`config.mk`:
```
export PLATFORM = sky130hd
export DESIGN_NAME = tx_fcs_crc32
export DESIGN_NICKNAME = d
export VERILOG_FILES = /design/src/rtl/tx_fcs_insert.sv
export SDC_FILE = /design/constraint.sdc
export NUM_CORES = 1
export LEC_CHECK = 0
export ABC_AREA = 1
export CAP_MARGIN = 5
export CORE_UTILIZATION = 40
export DETAILED_ROUTE_END_ITERATION = 10
export GPL_TIMING_DRIVEN = 0
export HOLD_SLACK_MARGIN = 0.1
export PLACE_DENSITY = 0.74
export REMOVE_ABC_BUFFERS = 1
export SETUP_SLACK_MARGIN = 0.4
export SYNTH_ARGS = -nofsm -noshare
export SYNTH_HDL_FRONTEND = slang
export SYNTH_SLANG_ARGS = --single-unit
```
`constraint.sdc`:
```
create_clock -name clk -period 1.8 [get_ports clk]
set_input_delay 0.27 -clock clk [delete_from_list [all_inputs] [get_ports clk]]
set_output_delay 0.27 -clock clk [all_outputs]
set_load 0.02 [all_outputs]
```
`src/rtl/tx_fcs_insert.sv`:
```
// ---------------------------------------------------------------------------
// tx_fcs_insert
//
// Appends the Ethernet FCS (CRC-32) to each frame flowing from the MAC to the
// PHY-side transmitter. Payload bytes pass through with zero latency. The four
// FCS bytes follow the last payload byte. Optionally, short frames are
// zero-padded up to MIN_LEN bytes before the FCS.
//
// Build option:
//   TX_FCS_INSERT_PAD_EN  defined   -> padding to MIN_LEN is compiled in.
//                         undefined -> no PAD state, no counter, no MIN_LEN
//                                      parameter; frames go DATA -> FCS.
//
// Ports (tx_fcs_insert):
//   clk        in   clock, all state changes on the rising edge
//   reset_n    in   asynchronous active-low reset
//   in_data    in   [7:0] frame byte from the MAC, without FCS
//   in_valid   in   in_data valid
//   in_last    in   last payload byte of the frame (qualified by in_valid)
//   in_ready   out  block accepts in_data this cycle
//   out_data   out  [7:0] byte towards the transmitter
//   out_valid  out  out_data valid
//   out_last   out  last FCS byte (qualified by out_valid)
//   out_ready  in   downstream accepts out_data this cycle
//   busy       out  frame in progress (first accept .. last FCS accept)
//
// Ports (tx_fcs_crc32, the CRC engine):
//   clk, reset (async, active high), data [7:0], calc, clear,
//   crc_out [31:0] in transmit order (crc_out[31:24] is sent first)
// ---------------------------------------------------------------------------

module tx_fcs_crc32 (
  input  logic        clk,
  input  logic        reset,
  input  logic [7:0]  data,
  input  logic        calc,
  input  logic        clear,
  output logic [31:0] crc_out
);

  logic [31:0] crc_q;
  logic [31:0] crc_d;
  logic [31:0] crc_inv_s;

  // Reflected CRC-32 (poly 0x04C11DB7, LSB-first) over one byte.
  function automatic logic [31:0] crc32_byte(input logic [31:0] crc,
                                             input logic [7:0]  d);
    logic [31:0] c;
    c = crc ^ {24'h00_0000, d};
    for (int i = 0; i < 8; i++) begin
      if (c[0]) begin
        c = (c >> 1) ^ 32'hEDB8_8320;
      end else begin
        c = c >> 1;
      end
    end
    return c;
  endfunction

  // Next CRC value: clear wins over calc.
  always_comb begin
    crc_d = crc_q;
    if (clear) begin
      crc_d = 32'hFFFF_FFFF;
    end else if (calc) begin
      crc_d = crc32_byte(crc_q, data);
    end else begin
      crc_d = crc_q;
    end
  end

  // CRC register.
  always_ff @(posedge clk or posedge reset) begin
    if (reset) begin
      crc_q <= 32'hFFFF_FFFF;
    end else begin
      crc_q <= crc_d;
    end
  end

  // The wire carries the complemented remainder, least significant byte first.
  // Byte-swapping makes crc_out[31:24] the first byte on the wire.
  assign crc_inv_s = ~crc_q;
  assign crc_out   = {crc_inv_s[7:0], crc_inv_s[15:8], crc_inv_s[23:16], crc_inv_s[31:24]};

endmodule


```
==> results of run 1 <==
[cells in the final DEF (no fill, tap or decap), types with 6 or more instances in the layout]
cell,n
nand3_2,8
buf_6,7
inv_2,8
nand2_1,81
a21oi_1,16
buf_4,31
nand2_4,27
dfstp_2,32
buf_2,29
inv_1,54
xor2_2,7
o22ai_1,6
o21ai_1,7
nor2_1,7
nand2_2,33
nand3_1,16
xor2_1,15
nand2_8,9
[what timing repair did]
action	4_1_cts	5_1_grt
buffers inserted	25	14
endpoints found under the hold margin	0	0
pin swaps	27	36
gates resized for setup	199	93
gates cloned	2	0
setup endpoints to repair	64	35
[critical path, cell delays in order, from the launching register on]
cell and delay (ns):
dfstp_2 0.62, inv_4 0.07, nand2_4 0.10, nand2_8 0.09, xor2_1 0.22, xor2_1 0.32
inv_1 0.10, nand2_1 0.07, nand3_1 0.10, nand2_1 0.10
[power by group]
group | switching, uW | internal, uW | leakage, uW | total, uW
Combinational | 2390 | 1520 | 0.00169 | 3910
Sequential | 171 | 1040 | 0.000337 | 1220
Clock | 317 | 410 | 0.0000541 | 727
[through the flow]
step	setup slack [ns]	setup TNS, ns	instances	instance area [um^2]	total power [uW]
global placement	-1.28	-24.05	478	2970	3740
global route	-0.145	-0.177	528	3960	6170
detailed placement	-1.38	-25.03	478	2970	3810
CTS	0.215	0	513	3480	4980
floorplan	0.246	0	360	2440	3040
finish	-0.0742	-0.0742	528	3960	5850
[logic make-up (layout without fill, tap and decap cells)]
group                  count (synthesis)  count (layout)  share of synthesized area, %
buffers and inverters                 74             158                          11.5
flip-flops                            32              32                          33.9
AO/OA/AOI/OAI                         42              42                          9.39
AND/OR/NAND/NOR                      185             187                          32.0
XOR/XNOR                              34              34                          13.2
[area by class of cell]
class                           count  area, um^2  area share [%]
Clock buffer                        5        68.8            1.74
Multi-Input combinational cell    263        1980            50.0
Tap cell                           75        93.8            2.37
Timing Repair Buffer               83         658            16.6
Clock inverter                      3        42.5            1.07
Sequential cell                    32         841            21.2
Inverter                           67         275            6.95
[final timing paths]
check | from | to | slack (ns) | cells past startpoint
setup reg to reg | crc_q[0] | crc_q[17] | -0.07 | 9
max in group asynchronous | reset | crc_q[7] | 0.95 | 3
hold / removal | calc | crc_q[4] | 0.36 | 3
hold reg to reg | crc_q[5] | crc_q[5] | 0.49 | 2
setup / recovery | crc_q[0] | crc_q[17] | -0.07 | 9
min in group asynchronous | reset | crc_q[16] | 0.60 | 2
[layer usage]
layer  share of wire (%)  vias up  track usage [%]
li1                    -     1294                -
met1                  35     1376             28.3
met2                  52      185             42.9
met3                 7.7       63             4.66
met4                 5.5        0             13.6
met5                   0        -                0
==> reports/results.ini, run 1 <==
[timing]
max_slew_margin_pct=58.1
setup_viol=1
hold_viol_final=0
fmax_ghz=0.534
fin_worst_skew_ns=0.00975
drv_slew=0
period_share_pct=104
finalCriticalPeriod_ns=1.87
grt_setup_unrepaired=yes
tightest_slew_ns=0.628
hold_ws_ns=0.357
setup_ws_ns=-0.0742

[detailed_routing]
ant_nets=0
drtIter0Drc=274
dr.pass1.iters=6
post_drt_wl_per_cell_um=17.3
vias_per_cell=5.53
dr_total_vias=2918
drc=0
wirelength_um=9140

[finish]
area_growth_pct=59.8
final_util_pct=66.5
regMostFlops=crc_q
fillers=443
nNetsFinal=464
drive_gt1_share_pct=50.8
diodes=0
largest_register_ffs=32
reg.largest.list=crc_q x32

[synthesis]
synthArstFlopShare_pct=100
postSynthCellCount=367
synth_edf_count=0
netlist.area_leader.share_pct=33.9
yosys.area.top_type=dfstp_2
yosys_register_bits=32
synth_common_cells=nand2_1, inv_1, dfstp_2
yosysUniqueCellTypes=23
synthesis.area_um2=2480
syn-mean-instance-area_um2=6.75
ys_seq_area_share_pct=33.9
synth_most_common_cell=nand2_1
ys_top_cells_by_area=dfstp_2, nand2_1, inv_1
synthFlopType=dfstp_2
yosys_warnings=0

[floorplanning]
core_um2=5960
fp.dieH_um=80.7
start_util_pct=41.6
num_rows=28
die_area_um2=6510
io_pins=44
fp.dieW_um=80.7

[worst_setup_path]
critPathLaunchType=flop
worstSetupPathType=flop to flop
required_ns=2.03
cp_data_arrival_time_ns=2.11
crit_path_end_kind=flop
worstPathMaxFanout=5

[global_route]
grt_max_degree=33
grt_remaining_overflow=0
grt_usage_pct=24.6
first_global_vias=2572
grt_pass1_wl_um=12000
antenna_found_initial=0

[place]
dpl.hpwl_um=4520
gp_congestion=0.856
portBuffers=43

[worst_hold_path]
hp-class=primary input to flop

[power]
leakage_uw=0.00208
ir_drop_mv=0.748
power_density_nw_per_um2=1480

[clock_network]
cts_sinks=32
numCtsBuffers=5
clk_path_buf_depth=2
clock_latency_ns=0.30
htreeDepth=2
cts_root_buf=clkbuf_8
clk_pin_slew_ns=0.08
cts_tree=yes
postCtsHoldBufs=0

[job]
drv_cap=0

[run_status]
violations=negative setup slack
run_status=finished, violations left

Power figures use the tool's default switching activity.
==> inputs of run 2 (changes only) <==
--- a/config.mk
+++ b/config.mk
@@ -7,10 +7,10 @@
 export LEC_CHECK = 0
 export ABC_AREA = 1
 export CAP_MARGIN = 5
+export CORE_ASPECT_RATIO = 0.5
 export CORE_UTILIZATION = 40
 export DETAILED_ROUTE_END_ITERATION = 10
 export GPL_TIMING_DRIVEN = 0
-export HOLD_SLACK_MARGIN = 0.1
 export PLACE_DENSITY = 0.74
 export REMOVE_ABC_BUFFERS = 1
 export SETUP_SLACK_MARGIN = 0.4
==> reports/results.ini, run 2 (synthesis results as in run 1) <==
[global_route]
antenna_found_initial=0  ; unchanged
grt_usage_pct=25.8  ; was 24.6%
grt_max_degree=33  ; unchanged
grt_pass1_wl_um=12700  ; was 12,000 um
grt_remaining_overflow=0  ; unchanged
first_global_vias=2645  ; was 2,572

[place]
portBuffers=43  ; unchanged
gp_congestion=0.815  ; was 0.856
place_ws_ns=-1.38  ; about the same
dp.cells=487  ; was 478
dpl.hpwl_um=4670  ; was 4520 um

[floorplanning]
start_util_pct=43.2  ; was 41.6%
io_pins=44  ; unchanged
fp.dieH_um=57.7  ; was 80.7 um
fp.dieW_um=113  ; was 80.7 um
num_rows=19  ; was 28
core_um2=5730  ; was 5960 um^2
die_area_um2=6530  ; was 6510 um^2

[worst_setup_path]
worstSetupPathType=flop to flop  ; unchanged
cp_data_arrival_time_ns=2.01  ; was 2.11 ns
r2r_start=crc_q[4]  ; was crc_q[0]
worstPathMaxFanout=5  ; unchanged
rr_worst_depth=12  ; was 9
required_ns=2.02  ; was 2.03 ns
critical_path.slowest_cell=dfstp_2  ; unchanged
cpMostUsedCell=nand2_1
regToRegEndpoint=crc_q[23]  ; was crc_q[17]
slowest_delay_ns=0.58  ; was 0.62 ns
crit_chain=inv_2 > nand2_1 > nand2_4 > nand2_1 > nand2_1 > nand2_1 > nand3_1 > nand2_1 > inv_1 > nand2_1 > nand3_2 > nand2_1  ; was inv_4 > nand2_4 > nand2_8 > xor2_1 > xor2_1 > inv_1 > nand2_1 > nand3_1 > nand2_1
regToRegSetupSlack_ns=0.005  ; was -0.07 ns
crit_path_end_kind=flop  ; unchanged
critPathLaunchType=flop  ; unchanged

[job]
drv_cap=0  ; unchanged

[finish]
area_growth_pct=61.5  ; was 59.8%
regMostFlops=crc_q  ; unchanged
reg.largest.list=crc_q x32  ; unchanged
final_util_pct=69.8  ; was 66.5%
diodes=0  ; unchanged
final_common_cell=nand2_1  ; unchanged
nNetsFinal=469  ; was 464
layout_common_cells=nand2_1, inv_1, dfstp_2, buf_4, nand2_2  ; was nand2_1, inv_1, nand2_2, dfstp_2, buf_4
instances_no_fill=541  ; was 528
fillers=404  ; was 443
drive_gt1_share_pct=47.3  ; was 50.8%
seq_area_um2=841  ; unchanged
largest_register_ffs=32  ; unchanged
multiInputGateArea_um2=1880  ; was 1980 um^2

[worst_hold_path]
whs_path_depth=2  ; was 3
hp-class=flop to flop  ; was primary input to flop
min_to=crc_q[20]  ; was crc_q[4]
hold_start=crc_q[20]  ; was calc

[timing]
setup_ws_ns=0.00539  ; was -0.0742 ns
fin_worst_skew_ns=0.00340  ; was 0.00975 ns
tightest_slew_ns=0.655  ; was 0.628 ns
grt_setup_unrepaired=yes  ; unchanged
drv_slew=0  ; unchanged
setup_viol=0  ; was 1
fmax_ghz=0.557  ; was 0.534 GHz
finalCriticalPeriod_ns=1.79  ; was 1.87 ns
period_share_pct=99.7  ; was 104%
hold_ws_ns=0.485  ; was 0.357 ns
hold_viol_final=0  ; unchanged
max_slew_margin_pct=56.0  ; was 58.1%

[detailed_routing]
post_drt_wl_per_cell_um=17.9  ; was 17.3 um
dr_total_vias=2971  ; was 2,918
dr.pass1.iters=6  ; unchanged
ant_nets=0  ; unchanged
drc=0  ; unchanged
drtIter0Drc=377  ; was 274
wirelength_um=9700  ; was 9140 um
vias_per_cell=5.49  ; was 5.53

[power]
power.total_uw=6060  ; was 5850 uW
power_density_nw_per_um2=1510  ; was 1480 nW/um^2
ir_drop_mv=0.644  ; was 0.748 mV
leakage_uw=0.00209  ; was 0.00208 uW

[run_status]
run_status=complete, no violations  ; was finished, violations left

[clock_network]
htreeDepth=2  ; unchanged
cts_sinks=32  ; unchanged
clk_path_buf_depth=2  ; unchanged
cts_tree=yes  ; unchanged
numCtsBuffers=5  ; unchanged
cts_root_buf=clkbuf_16  ; was clkbuf_8
clock_latency_ns=0.28  ; was 0.30 ns
clk_pin_slew_ns=0.05  ; was 0.08 ns

## run 2: changes by cell type in the layout (fill, tap and decap cells not counted), sizes merged
| cell | before | now |
|---|---|---|
| clkinvlp | 2 | 1 |
| clkdlybuf4s50 | 5 | 4 |
| clkdlybuf4s15 | 4 | 8 |
| nand2 | 150 | 148 |
| dlygate4sd2 | 3 | 4 |
| bufinv | 1 | 0 |
| clkbuf | 5 | 8 |
| buf | 70 | 71 |
## run 2: power breakdown
part | switching [uW] | leakage [uW] | internal (uW)
Sequential | 183 | 0.000337 | 1050
Clock | 301 | 0.0000667 | 502
Combinational | 2380 | 0.00169 | 1640
## run 2: worst max-delay path by stage
stage	startpoint	to	slack (ns)	depth (start not counted)
floorplan	crc_q[6]	crc_q[7]	0.25	13
detailed placement	clear	crc_q[30]	-1.38	5
finish	crc_q[4]	crc_q[23]	0.005	12
global placement	clear	crc_q[30]	-1.35	5
global route	crc_q[0]	crc_q[20]	-0.11	11
CTS	crc_q[7]	crc_q[23]	0.24	9
## run 2: timing repair
| item | 4_1_cts | 5_1_grt |
|---|---|---|
| hold buffers | 0 | 0 |
| gates resized for setup | 177 | 88 |
| pin swaps | 39 | 18 |
| setup endpoints to repair | 64 | 51 |
| setup buffers | 32 | 14 |
## run 2: worst max-delay path, delay by kind of cell (launching register included)
| kind | cells | cell delay [ns] |
|---|---|---|
| simple gates | 10 | 0.99 |
| flops | 1 | 0.58 |
| buf+inv | 2 | 0.14 |
## run 2: cell type report
class	count	share of cell area (%)
sequential	32	21.0
clock inverter	1	0.125
clock buffer	6	3.22
inverter	67	6.51
tap	84	2.63
multi-input combinational	261	46.9
timing repair buffer	90	19.6
## run 2: routing by layer
metal | vias up | share of wire [%] | global-route usage, % | routed length [um]
met5 | - | 0 | 0 | 0
met4 | 0 | 6.2 | 10.3 | 597
met3 | 76 | 12 | 4.29 | 1140
met2 | 240 | 44 | 43.4 | 4300
met1 | 1364 | 38 | 33.9 | 3670
li1 | 1291 | - | - | -
## run 2: through the flow
stage | area (um^2) | TNS, ns
after CTS | 3660 | 0
after global placement | 2980 | -24.32
after detailed placement | 2980 | -24.40
after global routing | 4000 | -0.178
after floorplan | 2440 | 0
final | 4000 | 0
